`src/rtl/coin_accumulator.sv`:
```
// Coin payment stage: synchronises raw buttons, accumulates credit, authorises serving.
// Optional macro COIN_CHANGE_EN enables the change output (tied to 0 otherwise).
module coin_accumulator #(
  parameter int unsigned W      = 5,
  parameter int unsigned COIN_A = 1,
  parameter int unsigned COIN_B = 2,
  parameter int unsigned COIN_C = 5
) (
  input  logic         clk,
  input  logic         rst,
  input  logic [2:0]   coin_n,
  input  logic         cancel_n,
  input  logic         sel_valid,
  input  logic [3:0]   cost,
  input  logic         serve_done,
  output logic [W-1:0] total,
  output logic         paid,
  output logic [W-1:0] change,
  output logic [W-1:0] refund,
  output logic         refund_vld,
  output logic         coin_reject
);

  typedef enum logic [1:0] {StIdle, StCollect, StPaid, StRefund} state_e;
  state_e state;

  // Bit 3 is cancel, bits 2:0 are coins A..C.
  logic [3:0] sync1, sync2, prev;
  logic [3:0] fall;

  always_ff @(posedge clk) begin
    if (rst) begin
      sync1 <= '1;
      sync2 <= '1;
      prev  <= '1;
    end else begin
      sync1 <= {cancel_n, coin_n};
      sync2 <= sync1;
      prev  <= sync2;
    end
  end

  assign fall = prev & ~sync2;

  logic         coin_evt, cancel_evt, add_ok, reach;
  logic [W:0]   coin_val, sum;
  logic [W-1:0] new_total;

  always_comb begin
    coin_val = '0;
    if (fall[2])      coin_val = (W+1)'(COIN_C);
    else if (fall[1]) coin_val = (W+1)'(COIN_B);
    else if (fall[0]) coin_val = (W+1)'(COIN_A);
  end

  assign coin_evt   = |fall[2:0];
  assign cancel_evt = fall[3];
  assign sum        = {1'b0, total} + coin_val;
  // A carry into bit W means the coin would push the total past 2^W-1.
  assign add_ok     = coin_evt && !sum[W];
  assign new_total  = add_ok ? sum[W-1:0] : total;
  assign reach      = (cost != 4'd0) && ({1'b0, new_total} >= (W+1)'(cost));

  always_ff @(posedge clk) begin
    if (rst) begin
      state       <= StIdle;
      total       <= '0;
      change      <= '0;
      refund      <= '0;
      paid        <= 1'b0;
      refund_vld  <= 1'b0;
      coin_reject <= 1'b0;
    end else begin
      coin_reject <= 1'b0;
      refund_vld  <= 1'b0;
      case (state)
        StIdle: begin
          total  <= '0;
          change <= '0;
          paid   <= 1'b0;
          if (coin_evt) coin_reject <= 1'b1;
          if (sel_valid && cost != 4'd0) state <= StCollect;
        end
        StCollect: begin
          if (coin_evt && !add_ok) coin_reject <= 1'b1;
          total <= new_total;
          // Reaching the cost takes priority over a simultaneous cancel.
          if (reach) begin
            state <= StPaid;
            paid  <= 1'b1;
`ifdef COIN_CHANGE_EN
            change <= new_total - W'(cost);
`else
            change <= '0;
`endif
          end else if (cancel_evt || (!sel_valid && new_total != '0)) begin
            state      <= StRefund;
            refund     <= new_total;
            refund_vld <= 1'b1;
          end else if (!sel_valid) begin
            state <= StIdle;
          end
        end
        StPaid: begin
          if (coin_evt) coin_reject <= 1'b1;
          if (serve_done) begin
            state  <= StIdle;
            total  <= '0;
            change <= '0;
            paid   <= 1'b0;
          end
        end
        StRefund: begin
          if (coin_evt) coin_reject <= 1'b1;
          total  <= '0;
          refund <= '0;
          state  <= StIdle;
        end
        default: state <= StIdle;
      endcase
    end
  end

endmodule

```
`config.mk`:
```
export PLATFORM = sky130hd
export DESIGN_NAME = coin_accumulator
export DESIGN_NICKNAME = d
export VERILOG_FILES = /design/src/rtl/coin_accumulator.sv
export SDC_FILE = /design/constraint.sdc
export NUM_CORES = 1
export LEC_CHECK = 0
export ABC_AREA = 0
export BUFFER_PORTS_ARGS = -buffer_cell sky130_fd_sc_hd__buf_2
export CAP_MARGIN = 20
export CORE_UTILIZATION = 60
export CTS_BUF_LIST = sky130_fd_sc_hd__clkbuf_4 sky130_fd_sc_hd__clkbuf_8
export DETAILED_ROUTE_END_ITERATION = 8
export GPL_TIMING_DRIVEN = 0
export PLACE_DENSITY = 0.84
export SETUP_SLACK_MARGIN = 0.1
export SKIP_CTS_REPAIR_TIMING = 1
export SLEW_MARGIN = 20
export SYNTH_ARGS = -nofsm -noshare
export SYNTH_HDL_FRONTEND = slang
export SYNTH_SLANG_ARGS = --single-unit
```
`constraint.sdc`:
```
create_clock -name clk -period 10.87 [get_ports clk]
set_clock_uncertainty 0.1 [all_clocks]
set_input_delay 2.174 -clock clk [delete_from_list [all_inputs] [get_ports clk]]
set_output_delay 2.174 -clock clk [all_outputs]
set_load 0.1 [all_outputs]
```
# Word-level counts from Yosys, hierarchy flattened
# Cells that the tools add are included.
[totals]
reg_bits = 32
in_bits = 12
output_inout_bits = 18
word_cells = 69
[classes]
addsub = 1
order_cmp = 1
n_eq_ne = 9
n_mux = 24
bitwise = 3
reduce_logical = 21
[ops]
columns = ["operator", "n"]
rows = [
  ["5-bit one-hot mux with 3 select lines", 2],
  ["5-bit 2-to-1 mux", 5],
  ["2-bit 2-to-1 mux", 6],
  ["2-bit inequality test, second input constant", 5],
  ["5-bit one-hot mux with 2 select lines", 1],
  ["3-bit AND reduction", 3],
  ["3-bit OR reduction", 3],
  ["2-bit one-hot mux with 4 select lines", 1],
  ["5-bit by 6-bit adder with 6-bit output", 1],
  ["1-bit 2-to-1 mux", 6],
  ["5-bit by 4-bit >= comparator with 1-bit output", 1],
  ["1-bit logical AND", 5],
  ["5-bit nonzero test", 1],
  ["4-bit AND", 1],
  ["2-bit == test, second input constant", 2],
  ["4-bit inequality test, second input constant", 1],
  ["4-bit NOT", 1],
  ["4-bit nonzero test", 1],
  ["1-bit zero test", 3],
  ["3-bit 2-to-1 mux", 1],
  ["1-bit one-hot mux with 3 select lines", 1],
  ["3-bit nonzero test", 1],
  ["2-bit by 1-bit == test with 1-bit output, second input constant", 1],
  ["2-bit zero test", 1],
  ["5 further kinds", 5],
]

# Logic depth before layout (Yosys ltp)
# Gate-level depths: netlist (run 1).
[depth]
depth_word = 15
ltp_mapped = 16
depth_no_buf = 16

# Least setup slack after synthesis (run 1)
# Ideal clock, no wire load.
[synth_path]
path_kind = "register to register"
start = "register total[1]"
end = "register refund[2]"
setup_ns = 0.147
arrival_time_ns = 3.932
required_time_ns = 10.623
path_slack_ns = 6.691
path_stages_with_launch = 14
n_path_buf = 0
synth_period_minus_slack_ns = 4.179
path_cell_list = "dfxtp_1 -> ha_1 -> a21o_1 -> maj3_1 -> a31oi_1 -> mux2i_1 -> ha_1 -> nand2b_1 -> a21oi_1 -> or3_1 -> o41a_1 -> nand3_1 -> a211oi_1 -> o32ai_1"
[synth_via]
elab_chain_cells = 9
elab_cells_between_ends = 15
cone_classes = "1 x add/sub; 1 x order compare; 2 x eq/ne; 4 x mux; 7 x reduce/logical"
[synth_rtl]
columns = ["item", "line_no", "text"]
rows = [
  ["from (decl)", "16", "output logic [W-1:0] total,"],
  ["from (signal assigned)", "86", "total <= new_total;"],
  ["5-bit by 6-bit adder with 6-bit output", "58", "assign sum = {1'b0, total} + coin_val;"],
  ["1-bit zero test", "60", "assign add_ok = coin_evt && !sum[W];"],
  ["1-bit logical AND", "60", ""],
  ["5-bit 2-to-1 mux *", "61", "assign new_total = add_ok ? sum[W-1:0] : total;"],
  ["branches (longest 5 deep; another with 5-bit by 4-bit >= comparator with 1-bit output)", "--", ""],
  ["to (signal assigned)", "98", "refund <= new_total;"],
  ["to (decl)", "19", "output logic [W-1:0] refund,"],
]
# Every way passes the cells marked *. The select of a mux whose other input is x is not followed.
# A chain may end at the register's enable or synchronous reset.

# Final worst setup path (run 1)
[layout_path]
start = "register prev[2]"
end = "register refund[3]"
[layout_via]
elab_chain_cells = 11
elab_cells_between_ends = 18
cone_classes = "1 x add/sub; 1 x order compare; 2 x eq/ne; 5 x mux; 1 x bitwise; 8 x reduce/logical"
[layout_rtl]
columns = ["item", "line_no", "text"]
rows = [
  ["from (decl)", "28", "logic [3:0] sync1, sync2, prev;"],
  ["from (signal assigned)", "39", "prev <= sync2;"],
  ["4-bit AND *", "43", "assign fall = prev & ~sync2;"],
  ["3-bit 2-to-1 mux", "51", "if (fall[2]) coin_val = (W+1)'(COIN_C);"],
  ["5-bit by 6-bit adder with 6-bit output", "58", ""],
  ["1-bit zero test", "60", ""],
  ["1-bit logical AND", "60", ""],
  ["5-bit 2-to-1 mux *", "61", ""],
  ["branches (longest 5 deep; another with 5-bit by 4-bit >= comparator with 1-bit output)", "--", ""],
]
# Marks and branches as above.

==> results.sh, run 1 <==
export IMPL_start_util_pct=64.43
export IMPL_yosysUniqueCellTypes=45
export IMPL_insertion_delay_ns=0.31
export IMPL_ys_seq_area_share_pct=37.21
export IMPL_routed_wl_mm=2.975
export IMPL_postRouteAntennaNets=0
export IMPL_nFillCells=207
export IMPL_seqCellArea_sq_um=540.5
export IMPL_synthCells=174
export IMPL_p_leak_nw=0.7286
export IMPL_dpl_hpwl_mm=2.366
export IMPL_crit_slowest_cell="a211oi_1"
export IMPL_post_route_util_pct=73.31
export IMPL_cp_max_fo=5
export IMPL_worst_pin_slew_ns=0.7310
export IMPL_core_sq_um=2255
export IMPL_syn_area_per_cell_sq_um=8.349
export IMPL_outcome="finished clean"
export IMPL_io_pins=30
export IMPL_final_area_sq_um=1653
export IMPL_worstPathArrival_ns=4.55
export IMPL_cts_made_buffers=3
export IMPL_rows=17
export IMPL_ys_warn_count=0
export IMPL_via_per_inst=5.688
export IMPL_async_flop_share_pct=0
export IMPL_wire_per_inst_um=12.71
export IMPL_fp_dieW_um=51.21
export IMPL_grt_max_degree=17
export IMPL_grt_setup_unrepaired="false"
export IMPL_p_seq_share_pct=56.3
export IMPL_power_density_nw_per_um2=110.7
export IMPL_critPathCaptureType="flip-flop"
export IMPL_root_buffer="clkbuf_4"
export IMPL_slew_headroom_pct=50.82
export IMPL_drive_above_1_share_pct=24.76
export IMPL_max_vdd_ir_drop_v=0.00009847
export IMPL_syn_to_final_growth_pct=13.78
export IMPL_cp_cell_sequence="nor2b_1 -> nor2_1 -> ha_1 -> a21o_1 -> maj3_1 -> a31oi_1 -> mux2i_1 -> ha_1 -> nand2b_1 -> a21oi_1 -> or3_1 -> o41a_1 -> nand3_1 -> a211oi_1 -> o32ai_1"
export IMPL_die_h_um=51.21
export IMPL_instances_no_fill=234
export IMPL_dpl_cell_area_sq_um=1623
export IMPL_htreeDepth=1
export IMPL_numPortBuffers=24
export IMPL_crit_path_frequent_cell="ha_1"
export IMPL_ys_top_cells_by_area="dfxtp_1 (37%), or2_2 (5.2%), a21oi_1 (4.8%)"
export IMPL_multi_input_area_sq_um=803.3
export IMPL_synth_seq_cells=27
export IMPL_p_total_w=0.0001830
export IMPL_clock_sinks=27
export IMPL_clkTransAtPathRegs_ns=0.14
export IMPL_max_freq_ghz=0.2239
export IMPL_swShare_pct=30.48
export IMPL_diodes=0
export IMPL_post_synth_top_area_fraction_pct=37.21
export IMPL_setup_viol=0
export IMPL_overflow=0
export IMPL_p_comb_share_pct=20.4
export IMPL_synthesis_area_sq_um=1453
export IMPL_setup_worst_path_class="reg2reg"
export IMPL_drtIter0Drc=39
export IMPL_cp_data_required_time_ns=10.95
export IMPL_cpPeakStageDelay_ns=0.58
export IMPL_fin_crit_sh_pct=41.08
export IMPL_num_vias=1331
export IMPL_synth_edf_count=0
export IMPL_period_needed_ns=4.466
export IMPL_worstHoldPathType="reg2reg"
export IMPL_fin_nets=225
export IMPL_drv_cap=0
export IMPL_p_clk_share_pct=23.3
export IMPL_slew_violations=0
export IMPL_fin_setup_tns_ns=0
export IMPL_first_global_vias=1228
export IMPL_synthFlopType="dfxtp_1"
export IMPL_grt_pass1_wl_mm=5.278
export IMPL_grt_usage_pct=26.43
export IMPL_power_switching_w=0.00005577
export IMPL_design_die_area_sq_um=2622
export IMPL_cts_path_max_buffers=2
export IMPL_dp_cells=230
export IMPL_cts_tree="built"
export IMPL_antenna_found_initial=0
export IMPL_synth_top_area_cell="dfxtp_1"
export IMPL_hold_viol=0
export IMPL_internal_power_w=0.0001272
export IMPL_gp_congestion=0.8787
export IMPL_firstDrtPassIters=4
export IMPL_cp_start_kind="flip-flop"
export IMPL_drc=0
## through the flow
stage | hold WS [ns] | worst slack (ns)
6_report | 0.3293 | 6.404
3_5_place_dp | 0.3015 | 6.455
3_3_place_gp | 0.2931 | 6.615
4_1_cts | 0.3351 | 6.426
5_1_grt | 0.3420 | 6.122
2_1_floorplan | 0.2895 | 6.691
## power by group through the flow
stage | Combinational [W] | Sequential [W] | Clock, W
5_1_grt | 0.0000402 | 0.000103 | 0.0000480
6_report | 0.0000373 | 0.000103 | 0.0000426
3_3_place_gp | 0.0000362 | 0.000105 | 0
2_1_floorplan | 0.0000253 | 0.000109 | 0
3_5_place_dp | 0.0000370 | 0.000105 | 0
4_1_cts | 0.0000371 | 0.000103 | 0.0000438
## synth_stat cells, types with 2 or more instances
| library cell | instances |
|---|---|
| clkbuf_1 | 4 |
| nand2_1 | 6 |
| buf_4 | 5 |
| o21ai_1 | 4 |
| nor2b_1 | 5 |
| nand2b_1 | 6 |
| nand4_1 | 2 |
| buf_2 | 3 |
| nor2_1 | 14 |
| inv_1 | 15 |
| nor4_1 | 4 |
| dfxtp_1 | 27 |
| or3_1 | 2 |
| ha_1 | 5 |
| o32ai_1 | 3 |
| a21o_1 | 2 |
| maj3_1 | 2 |
| or4_1 | 2 |
| nor3_1 | 4 |
| a31oi_1 | 4 |
| or2_2 | 12 |
| o41a_1 | 2 |
| nand3_1 | 4 |
| o22ai_1 | 3 |
| a21oi_1 | 14 |
## kinds of logic after synthesis
family,Yosys count,synth area share [%]
AND/OR/NAND/NOR,65,24.72
AO/OA/AOI/OAI,41,18.78
buffers and inverters,27,8.527
XOR/XNOR,2,1.206
other,1,0.2582
flip-flops,27,37.21
multiplexers,2,1.464
adder cells (fa/ha/maj),9,7.838
## flip-flops by register name (all words and copies together), names as in the netlist
name	cells
total	5
refund	5
refund_vld	1
state	2
paid	1
sync2	4
prev	4
coin_reject	1
sync1	4
## routing by layer
metal,vias to the layer above,share of wire [%],track usage (%)
met2,46,49,46.71
met3,4,5.9,4.167
li1,670,-,-
met1,611,44,33.58
met4,0,1.1,5.556
met5,-,0,0
## path summary, 6_finish.rpt
path	from	slack, ns	cells after the start	endpoint
worst max-delay path	prev[2]	6.40	15	refund[3]
worst min-delay path	sync1[0]	0.33	1	sync2[0]
worst max register to register	prev[2]	6.40	15	refund[3]
worst min register to register	sync1[0]	0.33	1	sync2[0]
## area by class of cell
cell class,count,area share [%]
Buffer,12,4.088
Clock buffer,3,1.363
Clock inverter,1,0.4542
Inverter,15,3.407
Multi-Input combinational cell,124,48.60
Sequential cell,27,32.70
Tap cell,28,2.120
Timing Repair Buffer,24,7.267
## worst max-delay path: cells and delay by family (launching register included)
kind | cells | cell delay, ns
and+or+nand+nor | 5 | 0.89
muxes | 1 | 0.36
DFF | 1 | 0.35
adders and majority gates | 3 | 1.01
AOI/OAI and AO/OA | 6 | 1.64
## cells in the final DEF, fill, tap and decap left out, drive strengths merged, types with 5 or more instances in the layout
cell    count
dfxtp      27
nand2b      6
ha          5
nand2       6
inv        15
nor2       14
conb        5
clkbuf      7
o21ai       5
a21oi      14
or2        12
buf        32
nor2b       5
No activity file was read; power rests on OpenSTA's default activity.
==> run 2: changes to the inputs <==
--- a/config.mk
+++ b/config.mk
@@ -5,14 +5,14 @@
 export SDC_FILE = /design/constraint.sdc
 export NUM_CORES = 1
 export LEC_CHECK = 0
-export ABC_AREA = 0
+export ABC_AREA = 1
 export BUFFER_PORTS_ARGS = -buffer_cell sky130_fd_sc_hd__buf_2
 export CAP_MARGIN = 20
-export CORE_UTILIZATION = 60
+export CORE_UTILIZATION = 50
 export CTS_BUF_LIST = sky130_fd_sc_hd__clkbuf_4 sky130_fd_sc_hd__clkbuf_8
 export DETAILED_ROUTE_END_ITERATION = 8
 export GPL_TIMING_DRIVEN = 0
-export PLACE_DENSITY = 0.84
+export PLACE_DENSITY = 0.75
 export SETUP_SLACK_MARGIN = 0.1
 export SKIP_CTS_REPAIR_TIMING = 1
 export SLEW_MARGIN = 20
==> constraint.sdc (replaced) <==
create_clock -name clk -period 4.1 [get_ports clk]
set_clock_uncertainty 0.1 [all_clocks]
set_input_delay 0.82 -clock clk [delete_from_list [all_inputs] [get_ports clk]]
set_output_delay 0.82 -clock clk [all_outputs]
set_load 0.1 [all_outputs]
==> results.sh, run 2 <==
export IMPL_power_density_nw_per_um2=317.7
export IMPL_gp_congestion=0.8078
export IMPL_firstDrtPassIters=7
export IMPL_first_global_vias=1110
export IMPL_pre_cts_ws_ns=0.9553
export IMPL_yosysUniqueCellTypes=27
export IMPL_syn_to_final_growth_pct=14.04
export IMPL_drv_cap=0
export IMPL_r2r_setup_slack_ns=0.93
export IMPL_setup_viol=0
export IMPL_worstHoldStart="sync1[0]"
export IMPL_crit_reg2reg_launch="sync2[1]"
export IMPL_clock_sinks=27
export IMPL_diodes=0
export IMPL_slew_violations=0
export IMPL_syn_area_per_cell_sq_um=7.634
export IMPL_cpPeakStageDelay_ns=0.33
export IMPL_routed_wl_mm=2.648
export IMPL_yosys_top_cells_count="nand2_1 (46), dfxtp_1 (27), inv_1 (24)"
export IMPL_min_to="sync2[0]"
export IMPL_grt_setup_unrepaired="false"
export IMPL_synthesis_area_sq_um=1435
export IMPL_worst_pin_slew_ns=0.8286
export IMPL_synth_seq_cells=27
export IMPL_worst_slack_ns=0.9262
export IMPL_cts_path_max_buffers=2
export IMPL_worstReg2RegEnd="refund[1]"
export IMPL_core_sq_um=2734
export IMPL_cp_data_required_time_ns=4.27
export IMPL_fin_crit_sh_pct=77.41
export IMPL_synth_edf_count=0
export IMPL_ys_top_cells_by_area="dfxtp_1 (38%), nand2_1 (12%), inv_1 (6.3%)"
export IMPL_design_die_area_sq_um=3089
export IMPL_worstHoldPathType="reg2reg"
export IMPL_root_buffer="clkbuf_4"
export IMPL_grt_max_degree=16
export IMPL_max_freq_ghz=0.3151
export IMPL_top_regs="refund (5), total (5)"
export IMPL_insertion_delay_ns=0.33
export IMPL_min_path_cells=1
export IMPL_mostFrequentLayoutCells="nand2_1 (46), dfxtp_1 (27), inv_1 (24), buf_2 (24)"
export IMPL_ys_seq_area_share_pct=37.66
export IMPL_dpl_hpwl_mm=2.127
export IMPL_overflow=0
export IMPL_drive_above_1_share_pct=28.18
export IMPL_grt_usage_pct=18.87
export IMPL_nFillCells=251
export IMPL_ys_warn_count=0
export IMPL_die_h_um=55.58
export IMPL_critPathCaptureType="flip-flop"
export IMPL_max_vdd_ir_drop_v=0.0003514
export IMPL_num_vias=1208
export IMPL_multi_input_area_sq_um=770.7
export IMPL_io_pins=30
export IMPL_wire_per_inst_um=10.55
export IMPL_setup_worst_path_start="sync2[1]"
export IMPL_p_leak_nw=0.8724
export IMPL_post_synth_top_area_fraction_pct=37.66
export IMPL_dp_cells=247
export IMPL_via_per_inst=4.813
export IMPL_cp_cell_sequence="inv_1 -> nand2_1 -> a21oi_1 -> ha_1 -> a21oi_1 -> nand2_2 -> nand4_4 -> nand3_1 -> nand2_1 -> inv_1 -> ha_1 -> o21ai_0 -> nand2_1 -> o21ai_0 -> inv_1 -> nand2_1 -> nand2_1 -> nand2_2 -> nand2_2 -> nor2_2 -> nand3_1 -> nand2_1"
export IMPL_violations="DRC"
export IMPL_worst_r2r_path_depth=22
export IMPL_drc=2
export IMPL_antenna_found_initial=0
export IMPL_crit_path_frequent_cell="nand2_1"
export IMPL_setup_worst_path_class="reg2reg"
export IMPL_slew_headroom_pct=44.34
export IMPL_period_needed_ns=3.174
export IMPL_yosysMostFrequentCell="nand2_1"
export IMPL_fin_nets=239
export IMPL_crit_slowest_cell="dfxtp_1"
export IMPL_fin_setup_tns_ns=0
export IMPL_postRouteAntennaNets=0
export IMPL_synthCells=188
export IMPL_synth_top_area_cell="dfxtp_1"
export IMPL_synthFlopType="dfxtp_1"
export IMPL_fp_dieW_um=55.58
export IMPL_whs_ns=0.3267
export IMPL_instances_no_fill=251
export IMPL_worstPathArrival_ns=3.35
export IMPL_cp_max_fo=6
export IMPL_clkTransAtPathRegs_ns=0.15
export IMPL_hold_viol=0
export IMPL_cts_tree="built"
export IMPL_cp_start_kind="flip-flop"
export IMPL_p_total_w=0.0005200
export IMPL_numPortBuffers=24
export IMPL_outcome="finished with violations"
export IMPL_seqCellArea_sq_um=540.5
export IMPL_cts_made_buffers=3
export IMPL_grt_pass1_wl_mm=4.733
export IMPL_htreeDepth=1
export IMPL_rows=19
export IMPL_drtIter0Drc=50
export IMPL_start_util_pct=52.49
export IMPL_final_common_cell="nand2_1"
export IMPL_async_flop_share_pct=0
## run 2: how the worst max path moves through the flow
stage	end	cells past startpoint
4_1_cts	refund[1]	22
2_1_floorplan	refund[1]	20
6_report	refund[1]	22
3_5_place_dp	refund[1]	22
5_1_grt	refund[1]	22
3_3_place_gp	refund[1]	22
## run 2: cell type report
class	count	area share (%)
multi-input cells	133	47.09
flip-flops and latches	27	33.03
repair buffers	24	7.339
inverters	25	5.734
plain buffers	7	2.752
well taps	31	2.370
clock buffers	3	1.376
clock inverters	1	0.3058
## run 2: per-stage QoR
step / util [%] / area [sq um]
2_1_floorplan: - / 1450
3_3_place_gp: 58.86 / 1609
3_5_place_dp: 58.86 / 1609
4_1_cts: 59.86 / 1637
5_1_grt: 59.86 / 1637
6_report: 59.86 / 1637
## run 2: routing by layer
| layer | GRT usage [%] | share of wire, % |
|---|---|---|
| met1 | 24.52 | 46 |
| met2 | 32.36 | 48 |
| met3 | 4.419 | 5.6 |
| met4 | 3.214 | 0.42 |
| met5 | 0 | 0 |
## run 2: kinds of logic (layout without fill, tap and decap cells)
logic type      Yosys count  after routing  share of synthesized area, %
other cells               1              5                        0.2613
compound gates           16             16                         6.277
flops                    27             27                         37.66
buf+inv                  32             60                         9.678
fa+ha+maj                 6              6                         5.754
simple gates            106            106                         40.37
## run 2: power by group
group	internal (W)	total (W)	switching, W
combinational	0.0000333	0.000128	0.0000942
clock	0.0000366	0.000115	0.0000781
sequential	0.000272	0.000278	0.00000554
## run 2: critical path, delay by kind of cell (launching register included)
family	cells	cell delay [ns]
compound gates	4	0.71
fa+ha+maj	2	0.54
buf+inv	3	0.17
flops	1	0.33
simple gates	13	1.25
==> run 3: changes to the inputs <==
--- a/config.mk
+++ b/config.mk
@@ -5,14 +5,14 @@
 export SDC_FILE = /design/constraint.sdc
 export NUM_CORES = 1
 export LEC_CHECK = 0
-export ABC_AREA = 1
+export ABC_AREA = 0
 export BUFFER_PORTS_ARGS = -buffer_cell sky130_fd_sc_hd__buf_2
 export CAP_MARGIN = 20
-export CORE_UTILIZATION = 50
+export CORE_UTILIZATION = 51
 export CTS_BUF_LIST = sky130_fd_sc_hd__clkbuf_4 sky130_fd_sc_hd__clkbuf_8
 export DETAILED_ROUTE_END_ITERATION = 8
 export GPL_TIMING_DRIVEN = 0
-export PLACE_DENSITY = 0.75
+export PLACE_DENSITY = 0.76
 export SETUP_SLACK_MARGIN = 0.1
 export SKIP_CTS_REPAIR_TIMING = 1
 export SLEW_MARGIN = 20
==> constraint.sdc (replaced) <==
create_clock -name clk -period 2.87 [get_ports clk]
set_clock_uncertainty 0.1 [all_clocks]
set_input_delay 0.574 -clock clk [delete_from_list [all_inputs] [get_ports clk]]
set_output_delay 0.574 -clock clk [all_outputs]
set_load 0.1 [all_outputs]
==> results.sh, run 3 (synthesis gave the netlist of run 1 again) <==
export IMPL_antenna_found_initial=0
export IMPL_dp_cells=232
export IMPL_first_global_vias=1323
export IMPL_num_vias=1425
export IMPL_diodes=0
export IMPL_numPortBuffers=24
export IMPL_design_die_area_sq_um=3066
export IMPL_via_per_inst=5.793
export IMPL_final_area_sq_um=1901
export IMPL_grt_max_degree=17
export IMPL_grt_setup_unrepaired="true"
export IMPL_cp_data_required_time_ns=3.01
export IMPL_setup_viol=9
export IMPL_cpPeakStageDelay_ns=0.35
export IMPL_core_sq_um=2590
export IMPL_worst_pin_slew_ns=1.054
export IMPL_cts_path_max_buffers=2
export IMPL_violations="setup timing"
export IMPL_clkTransAtPathRegs_ns=0.15
export IMPL_top_regs="refund (5), total (5)"
export IMPL_cp_start_kind="flip-flop"
export IMPL_setup_worst_path_class="reg2reg"
export IMPL_cts_made_buffers=3
export IMPL_worst_slack_ns=-0.8533
export IMPL_max_vdd_ir_drop_v=0.0003365
export IMPL_root_buffer="clkbuf_4"
export IMPL_routed_wl_mm=3.460
export IMPL_start_util_pct=56.09
export IMPL_grt_pass1_wl_mm=5.858
export IMPL_crit_slowest_cell="dfxtp_2"
export IMPL_drtIter0Drc=91
export IMPL_drc=0
export IMPL_rows=18
export IMPL_cp_cell_sequence="nor2b_4 -> nor2_4 -> ha_4 -> a21o_1 -> maj3_2 -> a31oi_4 -> buf_4 -> mux2_4 -> ha_4 -> a21oi_2 -> or3_1 -> o41a_1 -> a31oi_4 -> nand4b_4 -> buf_6 -> o22ai_1"
export IMPL_slew_headroom_pct=29.11
export IMPL_worstHoldPathType="in2reg"
export IMPL_critPathCaptureType="flip-flop"
export IMPL_insertion_delay_ns=0.33
export IMPL_wire_per_inst_um=14.07
export IMPL_cp_max_fo=5
export IMPL_fin_crit_sh_pct=129.7
export IMPL_dpl_cell_area_sq_um=1744
export IMPL_cts_tree="built"
export IMPL_firstDrtPassIters=4
export IMPL_pre_cts_ws_ns=-0.9385
export IMPL_max_freq_ghz=0.2686
export IMPL_period_needed_ns=3.723
export IMPL_gp_congestion=0.8896
export IMPL_grt_usage_pct=23.68
export IMPL_final_common_cell="buf_2"
export IMPL_htreeDepth=1
export IMPL_io_pins=30
export IMPL_slew_violations=0
export IMPL_syn_to_final_growth_pct=30.84
export IMPL_fin_nets=235
export IMPL_instances_no_fill=246
export IMPL_mostFrequentLayoutCells="buf_2 (26), dfxtp_1 (21), inv_1 (15)"
export IMPL_clock_sinks=27
export IMPL_whs_ns=0.3110
export IMPL_worstPathArrival_ns=3.86
export IMPL_drv_cap=0
export IMPL_dpl_hpwl_mm=2.591
export IMPL_hold_viol=0
export IMPL_overflow=0
export IMPL_outcome="finished with violations"
export IMPL_power_density_nw_per_um2=391.8
export IMPL_die_h_um=55.37
export IMPL_postRouteAntennaNets=0
export IMPL_drive_above_1_share_pct=39.81
export IMPL_p_leak_nw=0.8298
export IMPL_fp_dieW_um=55.37
-- run 3: cell types whose count changed in the layout (fill, tap and decap cells not counted), moves of 5 or more --
cell     before  now
nand2_1      46    6
buf_4         5   14
inv_1        24   15
nand3_1      12    4
dfxtp_1      27   21
nand2_2       6    0
dfxtp_2       0    5
nand4_1       7    2
-- run 3: area by class of cell --
class | instances | area, sq um
Sequential cell | 27 | 550.5
Buffer | 12 | 73.82
Multi-Input combinational cell | 124 | 954.7
Clock inverter | 1 | 6.256
Inverter | 15 | 56.30
Fill cell | 212 | 689.4
Timing Repair Buffer | 34 | 198.9
Tap cell | 30 | 37.54
Clock buffer | 3 | 22.52
-- run 3: per-stage QoR --
stage | utilization [%] | TNS (ns) | power, W
3_5_place_dp | 67.34 | -6.922 | 0.0005558
4_1_cts | 68.45 | -7.267 | 0.0007256
2_1_floorplan | - | -3.826 | 0.0005250
5_1_grt | 73.38 | -8.222 | 0.0007740
3_3_place_gp | 67.34 | -6.210 | 0.0005506
6_report | 73.38 | -7.119 | 0.0007447
-- run 3: worst max-delay path: cells and delay by family, from the launching register on --
family | cells | cell delay, ns
compound gates | 6 | 0.91
fa+ha+maj | 3 | 0.84
buf+inv | 2 | 0.25
flops | 1 | 0.35
mux | 1 | 0.32
simple gates | 4 | 0.85
-- run 3: metal layers --
metal | wire [um] | GRT usage, %
met5 | 0 | 0
met4 | 96 | 10.36
met3 | 206 | 4.450
met2 | 1632 | 38.73
met1 | 1524 | 30.34
-- run 3: power by group --
part           internal [W]  leakage [nW]  total, W  switching, W
clock             0.0000545        0.0183  0.000174      0.000119
combinational     0.0000661         0.591  0.000181      0.000114
sequential         0.000385         0.221  0.000391    0.00000532
-- run 3: worst paths after layout --
| path | from | end | slack [ns] | cells past startpoint |
|---|---|---|---|---|
| max reg2reg | prev[2] | refund[1] | -0.85 | 16 |
| max | prev[2] | refund[1] | -0.85 | 16 |
| min reg2reg | sync1[2] | sync2[2] | 0.33 | 1 |
| min | coin_n[1] | sync1[1] | 0.31 | 2 |
